--- src/rtl/ram_wr_ctrl_if.sv ---
// Store-request and RAM byte-port bundle for ram_wr_ctrl.
// master = CPU/store side, slave = the write controller.
interface ram_wr_ctrl_if;
    logic        wr_req;
    logic [15:0] wr_addr;
    logic [15:0] wr_data;
    logic        wr_bw;
    logic        wr_ready;
    logic        mem_we;
    logic [15:0] mem_addr;
    logic [7:0]  mem_din;
    logic        busy;
    logic        wr_err;

    modport master (
        output wr_req, wr_addr, wr_data, wr_bw,
        input  wr_ready, mem_we, mem_addr, mem_din, busy, wr_err
    );

    modport slave (
        input  wr_req, wr_addr, wr_data, wr_bw,
        output wr_ready, mem_we, mem_addr, mem_din, busy, wr_err
    );
endinterface

--- src/rtl/ram_wr_ctrl.sv ---
// Buffers CPU byte/word stores and serialises them into byte writes on the data RAM port.
// Optional macro WR_UNALIGNED_EN: word stores keep address bit0 instead of forcing alignment.
module ram_wr_ctrl #(
    parameter logic [15:0] BOUND_L = 16'h0200,
    parameter logic [15:0] BOUND_U = 16'h03FF,
    parameter int unsigned DEPTH   = 2
) (
    input logic          clk,
    input logic          rst_n,
    ram_wr_ctrl_if.slave bus
);
    localparam int unsigned       PtrW    = (DEPTH > 1) ? $clog2(DEPTH) : 1;
    localparam int unsigned       CntW    = PtrW + 1;
    localparam logic [CntW-1:0]   CntFull = CntW'(DEPTH);

    localparam logic [1:0] StIdle = 2'd0;
    localparam logic [1:0] StLo   = 2'd1;
    localparam logic [1:0] StHi   = 2'd2;

    logic [15:0]     fifo_addr_q [DEPTH];
    logic [15:0]     fifo_addr_d [DEPTH];
    logic [15:0]     fifo_data_q [DEPTH];
    logic [15:0]     fifo_data_d [DEPTH];
    logic            fifo_bw_q   [DEPTH];
    logic            fifo_bw_d   [DEPTH];
    logic [PtrW-1:0] wptr_q, wptr_d, rptr_q, rptr_d;
    logic [CntW-1:0] count_q, count_d;

    logic [1:0]  state_q, state_d;
    logic [15:0] cur_addr_q, cur_addr_d;
    logic [15:0] cur_data_q, cur_data_d;
    logic        cur_bw_q, cur_bw_d;

    logic        mem_we_q, mem_we_d;
    logic [15:0] mem_addr_q, mem_addr_d;
    logic [7:0]  mem_din_q, mem_din_d;
    logic        busy_q, busy_d;
    logic        wr_err_q, wr_err_d;

    logic        push, pop, head_valid, head_bw, in_range;
    logic [15:0] push_addr, head_addr, head_data;
    logic [16:0] head_lo, head_hi;

    assign bus.wr_ready = (count_q != CntFull);
    assign push         = bus.wr_req && bus.wr_ready;

`ifdef WR_UNALIGNED_EN
    assign push_addr = bus.wr_addr;
`else
    assign push_addr = bus.wr_bw ? bus.wr_addr : {bus.wr_addr[15:1], 1'b0};
`endif

    // With an empty FIFO the incoming request is the head, so it launches in the accept cycle.
    always_comb begin
        if (count_q == '0) begin
            head_addr = push_addr;
            head_data = bus.wr_data;
            head_bw   = bus.wr_bw;
        end else begin
            head_addr = fifo_addr_q[rptr_q];
            head_data = fifo_data_q[rptr_q];
            head_bw   = fifo_bw_q[rptr_q];
        end
    end

    assign head_valid = (count_q != '0) || push;
    assign head_lo    = {1'b0, head_addr};
    assign head_hi    = head_lo + {16'd0, ~head_bw};
    assign in_range   = (head_lo >= {1'b0, BOUND_L}) && (head_hi <= {1'b0, BOUND_U});

    always_comb begin
        state_d    = state_q;
        cur_addr_d = cur_addr_q;
        cur_data_d = cur_data_q;
        cur_bw_d   = cur_bw_q;
        mem_we_d   = 1'b0;
        mem_addr_d = mem_addr_q;
        mem_din_d  = mem_din_q;
        wr_err_d   = 1'b0;
        pop        = 1'b0;

        if (state_q == StLo && !cur_bw_q) begin
            state_d    = StHi;
            mem_we_d   = 1'b1;
            mem_addr_d = cur_addr_q + 16'd1 - BOUND_L;
            mem_din_d  = cur_data_q[15:8];
        end else begin
            state_d = StIdle;
            if (head_valid) begin
                pop = 1'b1;
                if (in_range) begin
                    state_d    = StLo;
                    cur_addr_d = head_addr;
                    cur_data_d = head_data;
                    cur_bw_d   = head_bw;
                    mem_we_d   = 1'b1;
                    mem_addr_d = head_addr - BOUND_L;
                    mem_din_d  = head_data[7:0];
                end else begin
                    wr_err_d = 1'b1;
                end
            end
        end
    end

    // A bypassed request is written and popped in the same cycle, leaving count unchanged.
    always_comb begin
        fifo_addr_d = fifo_addr_q;
        fifo_data_d = fifo_data_q;
        fifo_bw_d   = fifo_bw_q;
        if (push) begin
            fifo_addr_d[wptr_q] = push_addr;
            fifo_data_d[wptr_q] = bus.wr_data;
            fifo_bw_d[wptr_q]   = bus.wr_bw;
        end
        wptr_d  = wptr_q + PtrW'(push);
        rptr_d  = rptr_q + PtrW'(pop);
        count_d = count_q + CntW'(push) - CntW'(pop);
        busy_d  = (count_d != '0) || (state_d != StIdle) || wr_err_d;
    end

    always_ff @(posedge clk or negedge rst_n) begin
        if (!rst_n) begin
            for (int unsigned i = 0; i < DEPTH; i++) begin
                fifo_addr_q[i] <= '0;
                fifo_data_q[i] <= '0;
                fifo_bw_q[i]   <= 1'b0;
            end
            wptr_q     <= '0;
            rptr_q     <= '0;
            count_q    <= '0;
            state_q    <= StIdle;
            cur_addr_q <= '0;
            cur_data_q <= '0;
            cur_bw_q   <= 1'b0;
            mem_we_q   <= 1'b0;
            mem_addr_q <= '0;
            mem_din_q  <= '0;
            busy_q     <= 1'b0;
            wr_err_q   <= 1'b0;
        end else begin
            fifo_addr_q <= fifo_addr_d;
            fifo_data_q <= fifo_data_d;
            fifo_bw_q   <= fifo_bw_d;
            wptr_q      <= wptr_d;
            rptr_q      <= rptr_d;
            count_q     <= count_d;
            state_q     <= state_d;
            cur_addr_q  <= cur_addr_d;
            cur_data_q  <= cur_data_d;
            cur_bw_q    <= cur_bw_d;
            mem_we_q    <= mem_we_d;
            mem_addr_q  <= mem_addr_d;
            mem_din_q   <= mem_din_d;
            busy_q      <= busy_d;
            wr_err_q    <= wr_err_d;
        end
    end

    assign bus.mem_we   = mem_we_q;
    assign bus.mem_addr = mem_addr_q;
    assign bus.mem_din  = mem_din_q;
    assign bus.busy     = busy_q;
    assign bus.wr_err   = wr_err_q;
endmodule

--- src/flat_wrapper.sv ---
// flat-port wrapper written by rule: the top's interface ports become plain ports
module ram_wr_ctrl_flat 
#(
    parameter logic [15:0] BOUND_L = 16'h0200,
    parameter logic [15:0] BOUND_U = 16'h03FF,
    parameter int unsigned DEPTH   = 2
)
  (clk, rst_n, bus_wr_req, bus_wr_addr, bus_wr_data, bus_wr_bw, bus_wr_ready, bus_mem_we, bus_mem_addr, bus_mem_din, bus_busy, bus_wr_err);
  ram_wr_ctrl_if bus_i ();
  input logic clk;
  input logic rst_n;
  input wire logic [$bits(bus_i.wr_req)-1:0] bus_wr_req;
  input wire logic [$bits(bus_i.wr_addr)-1:0] bus_wr_addr;
  input wire logic [$bits(bus_i.wr_data)-1:0] bus_wr_data;
  input wire logic [$bits(bus_i.wr_bw)-1:0] bus_wr_bw;
  output wire logic [$bits(bus_i.wr_ready)-1:0] bus_wr_ready;
  output wire logic [$bits(bus_i.mem_we)-1:0] bus_mem_we;
  output wire logic [$bits(bus_i.mem_addr)-1:0] bus_mem_addr;
  output wire logic [$bits(bus_i.mem_din)-1:0] bus_mem_din;
  output wire logic [$bits(bus_i.busy)-1:0] bus_busy;
  output wire logic [$bits(bus_i.wr_err)-1:0] bus_wr_err;
  assign bus_i.wr_req = bus_wr_req;
  assign bus_i.wr_addr = bus_wr_addr;
  assign bus_i.wr_data = bus_wr_data;
  assign bus_i.wr_bw = bus_wr_bw;
  assign bus_wr_ready = bus_i.wr_ready;
  assign bus_mem_we = bus_i.mem_we;
  assign bus_mem_addr = bus_i.mem_addr;
  assign bus_mem_din = bus_i.mem_din;
  assign bus_busy = bus_i.busy;
  assign bus_wr_err = bus_i.wr_err;
  ram_wr_ctrl #(.BOUND_L(BOUND_L), .BOUND_U(BOUND_U), .DEPTH(DEPTH)) u_core (.clk(clk), .rst_n(rst_n), .bus(bus_i));
endmodule
--- config.mk ---
export PLATFORM = sky130hd
export DESIGN_NAME = ram_wr_ctrl_flat
export DESIGN_NICKNAME = d
export VERILOG_FILES = /design/src/rtl/ram_wr_ctrl_if.sv /design/src/rtl/ram_wr_ctrl.sv /design/src/flat_wrapper.sv
export SDC_FILE = /design/constraint.sdc
export NUM_CORES = 1
export LEC_CHECK = 0
export CAP_MARGIN = 25
export CORE_ASPECT_RATIO = 0.8
export CORE_MARGIN = 2
export CORE_UTILIZATION = 28
export CTS_CLUSTER_SIZE = 28
export DETAILED_ROUTE_END_ITERATION = 8
export DONT_BUFFER_PORTS = 1
export GPL_ROUTABILITY_DRIVEN = 0
export PLACE_DENSITY = 0.48
export SETUP_SLACK_MARGIN = 0.2
export SLEW_MARGIN = 20
export SYNTH_ARGS = -nofsm -noshare
export SYNTH_HDL_FRONTEND = slang
export SYNTH_SLANG_ARGS = --single-unit
export TNS_END_PERCENT = 20
--- constraint.sdc ---
create_clock -name clk -period 4.8 [get_ports clk]
set_input_delay 0.48 -clock clk [delete_from_list [all_inputs] [get_ports clk]]
set_output_delay 0.48 -clock clk [all_outputs]
set_load 0.01 [all_outputs]
After elaboration in Yosys (flattened, before gate mapping)
Index checks and enable logic that the tools add are counted.
{ "totals": {"word_cells": 90, "register_bits": 132, "output_inout_bits": 28, "input_bits": 36} }
{ "op_classes": {"mux": 37, "n_eq_ne": 2, "add_sub_neg": 8, "bitwise_logic": 4, "reduce_logical": 16, "n_lt_le_gt_ge": 5} }
{ "op_table": {"columns": ["op", "n"], "rows": [
  ["two-way mux 16 bit", 12],
  ["bitwise mux 32 bit", 2],
  ["subtractor 16 x 10 -> 16 bit, second input constant", 2],
  ["two-way mux 8 bit", 3],
  ["adder 16 x 1 -> 17 bit", 1],
  ["less-or-equal comparator 17 x 10 -> 1 bit, second input constant", 1],
  ["adder 16 x 1 -> 16 bit, second input constant", 1],
  ["demux 16 bit (select 1 bit)", 1],
  ["greater-or-equal comparator 16 x 10 -> 1 bit, second input constant", 1],
  ["two-way mux 1 bit", 15],
  ["nonzero test 2 bit", 5],
  ["greater-or-equal comparator 2 bit, second input constant", 2],
  ["logical AND 1 bit", 4],
  ["two-way mux 2 bit", 2],
  ["inverter 1 -> 2 bit", 2],
  ["logical OR 1 bit", 3],
  ["AND reduction 3 bit", 1],
  ["adder 1 bit", 2],
  ["adder 2 x 1 -> 2 bit", 1],
  ["bitwise mux 2 bit", 1],
  ["== test 2 x 1 -> 1 bit, second input constant", 1],
  ["zero test 2 bit", 1],
  ["< comparator 2 x 1 -> 1 bit, second input constant", 1],
  ["inequality test 2 bit, second input constant", 1],
  ["5 further kinds", 6]
]} }

Depth between registers and ports, before layout
Gate-level depths: netlist of the first run.
{ "depth": {"ltp_word": 15, "mapped_depth": 17, "mapped_depth_nobuf": 13} }

Worst setup path after synthesis of the first run
No wires, ideal clock.
{ "synth_path": {"path_type": "reg-to-reg", "from": "register u_core.rptr_q", "to": "register u_core.cur_addr_q[10]", "setup_ps": 125, "required_time_ps": 4675, "n_path_buf": 4, "arrival_time_ps": 3448, "path_stages_with_launch": 18, "slack_ps": 1227, "period_less_slack_ps": 3573, "path_cell_list": "dfrtp_1 buf_4 buf_6 buf_1 mux2i_1 nor2_1 a21oi_1 ha_1 nand2_1 a211oi_4 or3b_1 mux2_2 o21bai_2 o211a_4 nand2_4 inv_4 buf_12 mux2_4"} }
{ "synth_via": {"elab_chain_cells": 10, "word_cells_on_any_way": 15, "classes_between": "1 x add/sub; 2 x order compare; 8 x mux; 2 x bitwise; 2 x reduce/logical"} }
{ "synth_rtl": {"columns": ["item", "line_no", "text"], "rows": [
  ["start, declared", "ram_wr_ctrl.sv:26", "logic [PtrW-1:0] wptr_q, wptr_d, rptr_q, rptr_d;"],
  ["start signal, assigned", "ram_wr_ctrl.sv:146", "rptr_q <= rptr_d;"],
  ["inverter 1 -> 2 bit (implied by the code) (*)", "ram_wr_ctrl.sv:60, ram_wr_ctrl.sv:62", null],
  ["two-way mux 1 bit (implied by the code) (3 in a row)", "ram_wr_ctrl.sv:62", "head_bw = fifo_bw_q[rptr_q];"],
  ["two-way mux 1 bit", "ram_wr_ctrl.sv:55", "if (count_q == '0) begin"],
  ["inverter 1 bit", "ram_wr_ctrl.sv:68", "assign head_hi = head_lo + {16'd0, ~head_bw};"],
  ["adder 16 x 1 -> 17 bit", "ram_wr_ctrl.sv:68", null],
  ["less-or-equal comparator 17 x 10 -> 1 bit", "ram_wr_ctrl.sv:69", "assign in_range = (head_lo >= {1'b0, BOUND_L}) && (head_hi <= {1'b0, BOUND_U});"],
  ["logical AND 1 bit", "ram_wr_ctrl.sv:69", null],
  ["AND reduction 3 bit (no line)", null, null],
  ["end signal, assigned", "ram_wr_ctrl.sv:149", "cur_addr_q <= cur_addr_d;"],
  ["end, declared", "ram_wr_ctrl.sv:30", "logic [15:0] cur_addr_q, cur_addr_d;"]
]} }
Every way passes the cells marked *; elsewhere a longest branch is shown, timed or not. The select of a mux whose other input is x is not followed.
A chain may end at the register's enable or synchronous reset.

Worst setup path in the final report of the first run
{ "layout_path": {"from": "register u_core.count_q[1]", "to": "register u_core.mem_addr_q[7] (netlist: u_core.bus.mem_addr[7])"} }
{ "layout_via": {"elab_chain_cells": 8, "word_cells_on_any_way": 19, "classes_between": "2 x add/sub; 2 x order compare; 1 x eq/ne; 5 x mux; 1 x bitwise; 8 x reduce/logical"} }
{ "layout_rtl": {"columns": ["item", "line_no", "text"], "rows": [
  ["start, declared", "ram_wr_ctrl.sv:27", "logic [CntW-1:0] count_q, count_d;"],
  ["start signal, assigned", "ram_wr_ctrl.sv:147", "count_q <= count_d;"],
  ["zero test 2 bit", "ram_wr_ctrl.sv:55", null],
  ["two-way mux 1 bit", "ram_wr_ctrl.sv:55", null],
  ["inverter 1 bit", "ram_wr_ctrl.sv:68", null],
  ["adder 16 x 1 -> 17 bit", "ram_wr_ctrl.sv:68", null],
  ["less-or-equal comparator 17 x 10 -> 1 bit", "ram_wr_ctrl.sv:69", null],
  ["logical AND 1 bit", "ram_wr_ctrl.sv:69", null],
  ["nonzero test 2 bit (no line)", null, null],
  ["AND reduction 2 bit (no line)", null, null],
  ["end signal, assigned", "ram_wr_ctrl.sv:153", "mem_addr_q <= mem_addr_d;"],
  ["end, declared", "ram_wr_ctrl.sv:35", "logic [15:0] mem_addr_q, mem_addr_d;"]
]} }
Parallel ways exist; a longest one is shown, timed or not. The select of a mux whose other input is x is not followed.

==> summary.txt, run 1 <==
Outcome
  – Status: complete, no violations

Pwr
  – Leak: 2.987 nW
  – Peak VDD IR: about 0.22 mV
  – Pwr per Cell Area: 749.0 mW/mm²
  – Total power draw: about 0.0053 W

GRT
  – Busiest grt layer: met2
  – Largest net degree at the start of global routing: 125
  – First-pass GRT wire length: roughly 25000 µm
  – Total track usage: 0.1426
  – GR met1 Demand/Resource: 0.1970
  – Initial antenna violation count: 0
  – GR Util met3: 0.05552
  – Grt total ovfl: 0
  – M2 GR Usage: 0.2048
  – Vias in the first global route: 4143

Clock network
  – CTS tree: yes
  – CTS Buffer Depth: 2
  – Clk sinks: approximately 120
  – Post-CTS Setup Bufs: 0
  – Root Buffer Master: clkbuf_16
  – PostCTS Resize Cnt: 0
  – Clock Latency Late Sink: 0.42 ns
  – Cts bufs inserted: 17
  – CTS Hold Bufs: 1
  – Clock transition at path regs: 0.06 ns
  – CTS H-Tree Depth: 4

Route
  – Total number of vias: roughly 4.1k
  – WL final: 15510 µm
  – First-pass DRT Iterations: 4
  – Drt wl/cell: 19.15 µm
  – Drt drc: 0
  – Routed Antenna Nets: 0
  – Via density: about 5
  – Initial DRC count: 329

Floorplan
  – Initial core utilization: 0.2857
  – Ports: 64
  – # rows: between 40 and 50
  – Die Y: 136.7 µm
  – Die ar.: 0.02321 mm²
  – Core ar.: 0.02156 mm²
  – Die W: 169.8 µm

STA
  – Setup Skew: 0.02499 ns
  – Slew Viols, Final: 0
  – RSZ-0062 raised after global routing: no
  – Worst-Margin Slew: 1.018 ns
  – Final hold viol count: 0
  – Max-slew headroom: 0.3183
  – Setup TNS: 0 ns
  – Final worst path period need: around 4 ns
  – Setup-failing EPs final: 0
  – Fin Hold WS: roughly 0.0025 ns
  – Fmax: 252.6 MHz
  – Period utilization: 0.8247

Final layout
  – Area delta synth->final: 13.91%
  – Final Util: 0.3255
  – Fill cells: 2149
  – Fin cells: around 800
  – Final nets: 567
  – # diodes: 0
  – Layout cells sized above 1: 0.2636

Synthesis
  – Synth Cell Area: roughly 0.006 mm²
  – Mapped Cells: 529
  – Mean Syn Cell Area: 11.65 µm²
  – Seq/Total Area, Yosys: 0.5037
  – Ys flop type: dfrtp_1
  – Syn_nets: 574
  – Yosys warnings: 0
  – Synthesized flop and latch total: 124
  – FFs w/ async S/R, synth: 1.000
  – Netlist cell types: between 50 and 60
  – EDFF count, synth: 0

Worst setup path
  – Crit-path max FO: 15
  – Arr. time, crit path: 4.25 ns
  – Flop2flop setup slack: 0.84 ns
  – Reg2reg end: u_core.bus.mem_addr[7]
  – CP startpoint kind: flip-flop
  – WP data required: 5.09 ns
  – Worst r2r src: u_core.count_q[1]
  – CP Capture Type: flip-flop
  – Register-to-Register Path Depth: 9
  – Setup CP Type: reg2reg

Place
  – DP HPWL: 10780 µm
  – Dpl cells: between 700 and 800
  – I/O Buffers: 0

Hold path
  – Hold/Removal Path Class: in2async

Run
  – Maximum capacitance violations: 0
-- cells in the mapped netlist, types with 8 or more instances --
master    number  area [µm²]
mux2_2        72       810.8
ha_1           9       112.6
nand2_1       24       90.09
mux2_4        13       195.2
xor2_1         8       70.07
dfrtp_1      124        3103
nor3_1        15       75.07
inv_1         15       56.30
clkbuf_1      21       78.83
o21ai_0       38       190.2
mux2i_1       33       330.3
a21oi_1       23       115.1
xnor2_1       11       96.34
nand3_1       23       115.1
nor2_1        18       67.56
-- per-layer routing --
metal,wire length (µm),share of wire,vias to the layer above
met4,87,0.0056,0
met5,0,0,-
met1,7591,0.49,2074
met3,1204,0.078,4
met2,6628,0.43,99
li1,-,-,1881
-- critical path, cell delays in order (launching register included) --
cell and delay, ns:
dfrtp_1 0.63, or2_1 0.31, buf_4 0.31, mux2i_1 0.47, nand3_1 0.20, o311a_1 0.41, o211ai_1 0.83, buf_4 0.33
nor3_1 0.06, o31a_1 0.26
-- flip-flops by register name (all words and copies together), names as in the netlist --
name and count:
u_core.rptr_q 1, u_core.bus.busy 1, u_core.cur_data_q 8, u_core.state_q 2, u_core.bus.mem_addr 16, u_core.fifo_bw_q 2, u_core.bus.wr_err 1, u_core.cur_addr_q 16
u_core.fifo_addr_q 32, u_core.cur_bw_q 1, u_core.bus.mem_din 8, u_core.fifo_data_q 32, u_core.count_q 2, u_core.wptr_q 1, u_core.bus.mem_we 1
-- kinds of logic (layout without fill, tap and decap cells) --
family	after synthesis	count (layout)	synth area share
flip-flops	124	124	0.5037
AND/OR/NAND/NOR	108	108	0.08916
AO/OA/AOI/OAI	99	99	0.1011
multiplexers	119	119	0.2206
buffers and inverters	51	57	0.04021
adder cells (fa/ha/maj)	9	9	0.01828
XOR/XNOR	19	19	0.02701
-- where the power goes --
group | leakage [nW] | total [W] | internal (W) | switching, W
Combinational | 1.21 | 0.00198 | 0.000945 | 0.00104
Sequential | 1.48 | 0.00197 | 0.00155 | 0.000424
Clock | 0.298 | 0.00130 | 0.000831 | 0.000473
-- layout by cell type, fill, tap and decap left out, types with 3 or more instances in the layout --
master     count
clkbuf_8       5
mux2i_1       33
mux2_4        13
nand4_1        3
o22ai_1        6
clkinv_2       4
nor2_1        17
xor2_1         8
a31oi_1        5
nand2_1       24
a21oi_2        3
mux2_2        72
o221ai_1       5
ha_1           9
clkbuf_16     17
dfrtp_1      123
and2_1         6
o211ai_1       3
buf_4          8
and3_1         4
nand3_1       23
a21oi_1       23
o21ai_0       38
inv_1         15
o31ai_1        3
nor3_1        15
xnor2_1       11
-- worst max path at each step --
| stage | start | to | cells after the start |
|---|---|---|---|
| 2_1_floorplan | u_core.rptr_q | u_core.cur_addr_q[10] | 17 |
| 3_3_place_gp | u_core.count_q[1] | u_core.bus.mem_addr[7] | 9 |
| 3_5_place_dp | u_core.count_q[1] | u_core.bus.mem_addr[7] | 9 |
| 4_1_cts | u_core.count_q[1] | u_core.bus.mem_addr[7] | 9 |
| 5_1_grt | u_core.count_q[1] | u_core.bus.mem_addr[0] | 13 |
| 6_report | u_core.count_q[1] | u_core.bus.mem_addr[7] | 9 |
-- layout make-up --
type                    instances  area, µm²  share of cell area
clock buffers                  22      494.2             0.07042
flip-flops and latches        124       3104              0.4423
clock inverters                10      112.6             0.01605
repair buffers                  9      87.58             0.01248
multi-input cells             354       2813              0.4008
inverters                      16      62.56            0.008914
well taps                     275      344.1             0.04903
-- metrics by stage --
step	instance area (µm²)	setup WS [ns]
after CTS	7018	0.8793
after global routing	7018	0.5563
final	7018	0.8416
after floorplan	6161	1.227
after global placement	6384	0.9843
after detailed placement	6384	0.8813
(Power assumes the default switching activity.)
==> run 2, diff against run 1 <==
- PLACE_DENSITY: 0.48 -> 0.5
- clock period: 4.8 -> 3.2 ns (I/O delays scaled with it)
==> run 2 against run 1 <==
Compared with the run above:
- the run now ends with negative hold slack left
- clock skew fell by 0.014 ns
- die area did not move
- global-route usage rose by 0.11 points
- critical path depth grew 6
- sequential cell count unchanged
- count of clock-buffer cells in the layout up 1
- sequential share of layout area decreased by 1.9 points
- critical path type unchanged
- critical endpoint is now u_core.cur_addr_q[9]
- largest cell class unchanged
==> summary.txt, run 2 (same netlist as run 1, synthesis figures left out) <==
Worst setup path
  – Worst r2r src: u_core.count_q[0] (was u_core.count_q[1])
  – Arr. time, crit path: 3.37 ns (was 4.25 ns)
  – CP Capture Type: flip-flop (unchanged)
  – CP startpoint kind: flip-flop (unchanged)
  – Crit path from: u_core.count_q[0] (was u_core.count_q[1])
  – Crit-path max FO: 10 (was 15)
  – Setup CP Type: reg2reg (unchanged)
  – WP data required: 3.49 ns (was 5.09 ns)

STA
  – Final hold viol count: 124 (was 0)
  – RSZ-0062 raised after global routing: yes (was no)
  – Fin Hold WS: -0.3998 ns (was 0.002486 ns)
  – Setup TNS: 0 ns (unchanged)
  – Final worst path period need: 3.081 ns (was 3.958 ns)
  – Period utilization: 0.9627 (was 0.8247)
  – Slew Viols, Final: 0 (unchanged)
  – Worst-Margin Slew: 0.5210 ns (was 1.018 ns)
  – Setup Skew: 0.01119 ns (was 0.02499 ns)
  – Fmax: 324.6 MHz (was 252.6 MHz)
  – Setup-failing EPs final: 0 (unchanged)
  – Max-slew headroom: 0.6526 (was 0.3183)

Floorplan
  – Die W: 169.8 µm (unchanged)
  – Initial core utilization: 0.2857 (unchanged)
  – Ports: 64 (unchanged)
  – Die Y: 136.7 µm (unchanged)
  – Die ar.: 0.02321 mm² (unchanged)
  – # rows: 48 (unchanged)
  – Core ar.: 0.02156 mm² (unchanged)

Final layout
  – Biggest regs: u_core.fifo_addr_q: 32 flops, u_core.fifo_data_q: 32 flops (unchanged)
  – Most frequent cells in the layout: dfrtp_1 (123), mux2_2 (71), o21ai_0 (37), buf_4 (36), mux2i_1 (32) (was dfrtp_1 (123), mux2_2 (72), o21ai_0 (38), mux2i_1 (33), nand2_1 (24))
  – Fill cells: 2118 (was 2149)
  – Final nets: 598 (was 567)
  – # diodes: 0 (unchanged)
  – Commonest non-fill, non-tap cell in the layout: dfrtp_1 (unchanged)
  – Area delta synth->final: 18.99% (was 13.91%)
  – Total area of sequential cells: 0.003104 mm² (unchanged)
  – Multi-input gate area: 0.002887 mm² (was 0.002813 mm²)
  – Layout cells sized above 1: 0.3145 (was 0.2636)
  – Fin cells: 841 (was 810)

Route
  – Routed Antenna Nets: 0 (unchanged)
  – First-pass DRT Iterations: 4 (unchanged)
  – Drt drc: 0 (unchanged)
  – Initial DRC count: 343 (was 329)
  – Via density: 4.949 (was 5.010)
  – Total number of vias: 4162 (was 4058)
  – WL final: 15840 µm (was 15510 µm)
  – Drt wl/cell: 18.84 µm (was 19.15 µm)

Clock network
  – CTS tree: yes (unchanged)
  – Clk sinks: 124 (unchanged)
  – Clock Latency Late Sink: 0.42 ns (about the same)
  – Clock transition at path regs: 0.06 ns (about the same)
  – CTS H-Tree Depth: 4 (unchanged)
  – CTS Buffer Depth: 2 (unchanged)
  – Root Buffer Master: clkbuf_16 (unchanged)
  – Cts bufs inserted: 17 (unchanged)

Place
  – Dpl cells: 805 (was 777)
  – DP HPWL: 11290 µm (was 10780 µm)
  – I/O Buffers: 0 (unchanged)

GRT
  – Initial antenna violation count: 0 (unchanged)
  – Largest net degree at the start of global routing: 125 (unchanged)
  – Grt total ovfl: 0 (unchanged)
  – Vias in the first global route: 4412 (was 4143)
  – Total track usage: 0.1437 (was 0.1426)
  – First-pass GRT wire length: 24970 µm (was 24650 µm)

Pwr
  – Pwr per Cell Area: 1130 mW/mm² (was 749.0 mW/mm²)
  – Leak: 3.144 nW (was 2.987 nW)
  – Peak VDD IR: 0.3235 mV (was 0.2217 mV)

Run
  – Maximum capacitance violations: 0 (unchanged)

Hold path
  – Hold/Removal Path Class: in2async (unchanged)

Outcome
  – Failing checks: negative hold slack
  – Status: finished with violations (was complete, no violations)
[run 2: cell count changes in the layout (fill, tap and decap cells not counted), moves of 2 or more]
cell,previous run,this run
buf_4,8,36
clkbuf_8,5,3
ha_1,9,7
nor2_4,0,2
buf_12,0,2
clkinv_4,2,4
a21oi_1,23,21
nor2_2,2,0
buf_6,0,2
clkbuf_1,0,3
clkinv_2,4,2
[run 2: stage by stage]
stage	setup WS, ns	cell area [µm²]	util	power [W]
global route	0.04965	7331	0.3400	0.008823
floorplan	-0.01175	6212	-	0.005241
CTS	0.1708	7301	0.3386	0.008322
global placement	0.1062	6631	0.3076	0.006138
detailed placement	0.03762	6631	0.3076	0.006250
finish	0.1195	7331	0.3400	0.008286
[run 2: layer usage]
metal | share of wire | routed length (µm) | track usage | vias up
li1 | - | - | - | 1936
met1 | 0.48 | 7535 | 0.1922 | 2113
met2 | 0.43 | 6776 | 0.2113 | 98
met3 | 0.086 | 1366 | 0.05928 | 15
met4 | 0.010 | 165 | 0.04606 | 0
met5 | 0 | 0 | 0 | -
[run 2: path summary, 6_finish.rpt]
check,cells after the start,slack (ns),end
max in group asynchronous,0,3.36,u_core.cur_addr_q[10]
min in group clk,2,0.05,u_core.fifo_addr_q[16]
hold reg to reg,1,0.50,u_core.fifo_data_q[0]
setup / recovery,15,0.12,u_core.cur_addr_q[9]
hold / removal,0,-0.40,u_core.fifo_addr_q[24]
setup reg to reg,15,0.12,u_core.cur_addr_q[9]
[run 2: critical path, cell delays in order, from the launching register on]
cell	delay, ns
dfrtp_1	0.43
or2_4	0.30
a21o_1	0.18
inv_2	0.07
ha_4	0.12
nand2_2	0.06
a211oi_4	0.16
buf_4	0.16
nor4b_4	0.24
nand2_1	0.12
mux2_2	0.32
o211a_4	0.16
nand2_4	0.10
clkinv_8	0.08
buf_12	0.15
mux2_4	0.29
[run 2: timing repair]
item | CTS | global route
buffers inserted | 3 | 1
pin swaps | 1 | 0
endpoints found under the hold margin | 124 | 124
resized for setup | 15 | 5
endpoints found under the setup margin | 39 | 45
[run 2: where the power goes]
part	total [W]	switching, W	internal, W
registers	0.00290	0.000580	0.00232
clock network	0.00191	0.000700	0.00121
logic	0.00347	0.00175	0.00172
total	0.00829	0.00303	0.00526
[run 2: layout make-up]
cell class | count | area share
Clock buffer | 23 | 0.06520
Clock inverter | 9 | 0.01536
Timing Repair Buffer | 40 | 0.04540
Inverter | 16 | 0.009899
Multi-Input combinational cell | 354 | 0.3938
Sequential cell | 124 | 0.4235
Tap cell | 275 | 0.04694
==> run 3, diff against run 2 <==
--- a/config.mk
+++ b/config.mk
@@ -10,3 +10,3 @@
 export CORE_MARGIN = 2
-export CORE_UTILIZATION = 28
+export CORE_UTILIZATION = 40
 export CTS_CLUSTER_SIZE = 28
@@ -15,3 +15,3 @@
 export GPL_ROUTABILITY_DRIVEN = 0
-export PLACE_DENSITY = 0.5
+export PLACE_DENSITY = 0.63
 export SETUP_SLACK_MARGIN = 0.2
--- a/constraint.sdc
+++ b/constraint.sdc
@@ -3,2 +3,2 @@
 set_output_delay 0.32 -clock clk [all_outputs]
-set_load 0.01 [all_outputs]
+set_load 0.005 [all_outputs]
==> run 3 against run 2 <==
Compared with the run above:
- the flow still finishes with violations (negative hold slack)
- count of clock-buffer cells in the layout up 1
- critical endpoint is now u_core.cur_data_q[10]
- register-to-register slack better by 0.03 ns
- sequential cell count unchanged
- critical path type unchanged
- fmax up 1.1%
==> summary.txt, run 3 (same netlist as run 1, synthesis figures left out) <==
Worst setup path
  – Crit-path slowest cell: dfrtp_2 (was dfrtp_1)
  – Setup CP Type: reg2reg (unchanged)
  – Flop2flop setup slack: 0.15 ns (was 0.12 ns)
  – CP Capture Type: flip-flop (unchanged)
  – CP Cell Sequence: or2_4, buf_4, mux2i_1, buf_4, or3b_1, mux2_4, o21bai_4, o211a_4, nand2_4, inv_6, buf_12, mux2_4 (was or2_4, a21o_1, inv_2, ha_4, nand2_2, a211oi_4, buf_4, nor4b_4, nand2_1, mux2_2, o211a_4, nand2_4, clkinv_8, buf_12, mux2_4)
  – CP peak stage delay: 0.44 ns (was 0.43 ns)
  – Arr. time, crit path: 3.35 ns (was 3.37 ns)
  – CP startpoint kind: flip-flop (unchanged)
  – WP data required: 3.50 ns (was 3.49 ns)
  – Crit-path max FO: 7 (was 10)
  – Register-to-Register Path Depth: 12 (was 15)

GRT
  – Grt total ovfl: 0 (unchanged)
  – Initial antenna violation count: 0 (unchanged)
  – Vias in the first global route: 4298 (was 4412)
  – Largest net degree at the start of global routing: 125 (unchanged)
  – First-pass GRT wire length: 23390 µm (was 24970 µm)
  – Total track usage: 0.1879 (was 0.1437)

STA
  – Setup Skew: 0.006739 ns (was 0.01119 ns)
  – Period utilization: 0.9521 (was 0.9627)
  – Final hold viol count: 124 (unchanged)
  – Setup TNS: 0 ns (unchanged)
  – Slew Viols, Final: 0 (unchanged)
  – Fmax: 328.2 MHz (was 324.6 MHz)
  – RSZ-0062 raised after global routing: yes (unchanged)
  – Worst-Margin Slew: 0.5604 ns (was 0.5210 ns)
  – Max-slew headroom: 0.6157 (was 0.6526)
  – Fin Hold WS: -0.4010 ns (was -0.3998 ns)
  – Setup-failing EPs final: 0 (unchanged)
  – Final worst path period need: 3.047 ns (was 3.081 ns)

Final layout
  – Layout cells sized above 1: 0.3144 (was 0.3145)
  – Commonest non-fill, non-tap cell in the layout: dfrtp_1 (unchanged)
  – Fill cells: 1307 (was 2118)
  – Final Cell Area: 0.007234 mm² (was 0.007331 mm²)
  – Final nets: 596 (was 598)
  – Most frequent cells in the layout: dfrtp_1 (121), mux2_2 (71), o21ai_0 (37), buf_4 (32), mux2i_1 (31) (was dfrtp_1 (123), mux2_2 (71), o21ai_0 (37), buf_4 (36), mux2i_1 (32))
  – Fin cells: 752 (was 841)
  – Biggest regs: u_core.fifo_addr_q: 32 flops, u_core.fifo_data_q: 32 flops (unchanged)
  – Multi-input gate area: 0.002898 mm² (was 0.002887 mm²)
  – # diodes: 0 (unchanged)
  – Area delta synth->final: 17.42% (was 18.99%)
  – Total area of sequential cells: 0.003107 mm² (was 0.003104 mm²)

Pwr
  – Pwr per Cell Area: 1127 mW/mm² (was 1130 mW/mm²)
  – Sw Share: 0.3504 (was 0.3657)
  – Pint: 0.005295 W (was 0.005255 W)
  – Leak: 3.136 nW (was 3.144 nW)
  – Seq pwr share: 0.348 (was 0.350)
  – Psw: 0.002856 W (was 0.003030 W)
  – Peak VDD IR: 0.5077 mV (was 0.3235 mV)
  – Gate power share: 0.415 (was 0.419)
  – Clock group share of total power: 0.237 (was 0.231)

Floorplan
  – Die Y: 115.0 µm (was 136.7 µm)
  – Initial core utilization: 0.4103 (was 0.2857)
  – Die W: 142.8 µm (was 169.8 µm)
  – Die ar.: 0.01642 mm² (was 0.02321 mm²)
  – # rows: 40 (was 48)
  – Core ar.: 0.01501 mm² (was 0.02156 mm²)
  – Ports: 64 (unchanged)

Outcome
  – Status: finished with violations (unchanged)
  – Failing checks: negative hold slack (unchanged)

Clock network
  – Root Buffer Master: clkbuf_16 (unchanged)
  – Cts bufs inserted: 17 (unchanged)
  – Clock Latency Late Sink: 0.42 ns (about the same)
  – Clk sinks: 124 (unchanged)
  – CTS H-Tree Depth: 4 (unchanged)
  – CTS tree: yes (unchanged)
  – Clock transition at path regs: 0.05 ns (was 0.06 ns)
  – CTS Buffer Depth: 2 (unchanged)

Place
  – I/O Buffers: 0 (unchanged)
  – Placed inst area: 0.006484 mm² (was 0.006631 mm²)
  – DP HPWL: 9944 µm (was 11290 µm)
  – Dpl cells: 712 (was 805)

Route
  – Drt wl/cell: 18.98 µm (was 18.84 µm)
  – First-pass DRT Iterations: 4 (unchanged)
  – Initial DRC count: 318 (was 343)
  – WL final: 14280 µm (was 15840 µm)
  – Routed Antenna Nets: 0 (unchanged)
  – Via density: 5.422 (was 4.949)
  – Drt drc: 0 (unchanged)
  – Total number of vias: 4077 (was 4162)

Hold path
  – Hold/Removal Path Class: in2async (unchanged)

Run
  – Maximum capacitance violations: 0 (unchanged)
[run 3: cell types whose count changed in the layout (fill, tap and decap cells not counted), moves of 2 or more]
cell	before	now
dfrtp_2	1	3
dfrtp_1	123	121
clkinv_4	4	0
buf_4	36	32
[run 3: worst paths after layout]
kind | start | to
setup reg to reg | u_core.count_q[0] | u_core.cur_data_q[10]
setup / recovery | u_core.count_q[0] | u_core.cur_data_q[10]
hold / removal | rst_n | u_core.fifo_addr_q[27]
hold reg to reg | u_core.fifo_data_q[21] | u_core.fifo_data_q[21]
min in group clk | bus_wr_addr[6] | u_core.fifo_addr_q[6]
max in group asynchronous | rst_n | u_core.rptr_q
[run 3: timing repair]
item | 4_1_cts | 5_1_grt
gates resized for setup | 10 | 13
endpoints found under the setup margin | 37 | 45
pin swaps | 2 | 2
hold endpoints to repair | 124 | 124
buffers inserted | 5 | 4
[run 3: power groups by stage]
stage | Combinational [W] | Clock (W) | Sequential (W)
after detailed placement | 0.00317 | 0 | 0.00286
after floorplan | 0.00251 | 0 | 0.00266
final | 0.00338 | 0.00193 | 0.00284
after global placement | 0.00309 | 0 | 0.00282
after CTS | 0.00326 | 0.00197 | 0.00284
after global routing | 0.00370 | 0.00204 | 0.00294
[run 3: cell type report]
type	instances	area share
Sequential cell	124	0.4294
Clock inverter	7	0.01557
Timing Repair Buffer	38	0.04618
Inverter	16	0.008993
Tap cell	189	0.03269
Clock buffer	24	0.06659
Multi-Input combinational cell	354	0.4006
[run 3: through the flow]
step | utilization | hold WS (ns) | total power (W) | worst slack, ns
after floorplan | - | 0.02441 | 0.005177 | -0.01175
after global placement | 0.4318 | 0.02947 | 0.005908 | 0.1548
after detailed placement | 0.4318 | 0.02949 | 0.006024 | 0.06594
after CTS | 0.4768 | -0.4230 | 0.008070 | 0.1496
after global routing | 0.4818 | -0.4221 | 0.008683 | 0.02645
final | 0.4818 | -0.4010 | 0.008151 | 0.1534
[run 3: metal layers]
metal | wire [µm] | track usage | vias to the layer above
li1 | - | - | 1941
met1 | 6493 | 0.2452 | 2047
met2 | 6556 | 0.2843 | 73
met3 | 1024 | 0.07663 | 16
met4 | 201 | 0.06733 | 0
met5 | 0 | 0 | -
[run 3: critical path: cells and delay by family (launching register included)]
kind	cells	cell delay, ns
mux	3	0.81
flops	1	0.44
buf+inv	4	0.60
compound gates	2	0.33
simple gates	3	0.75
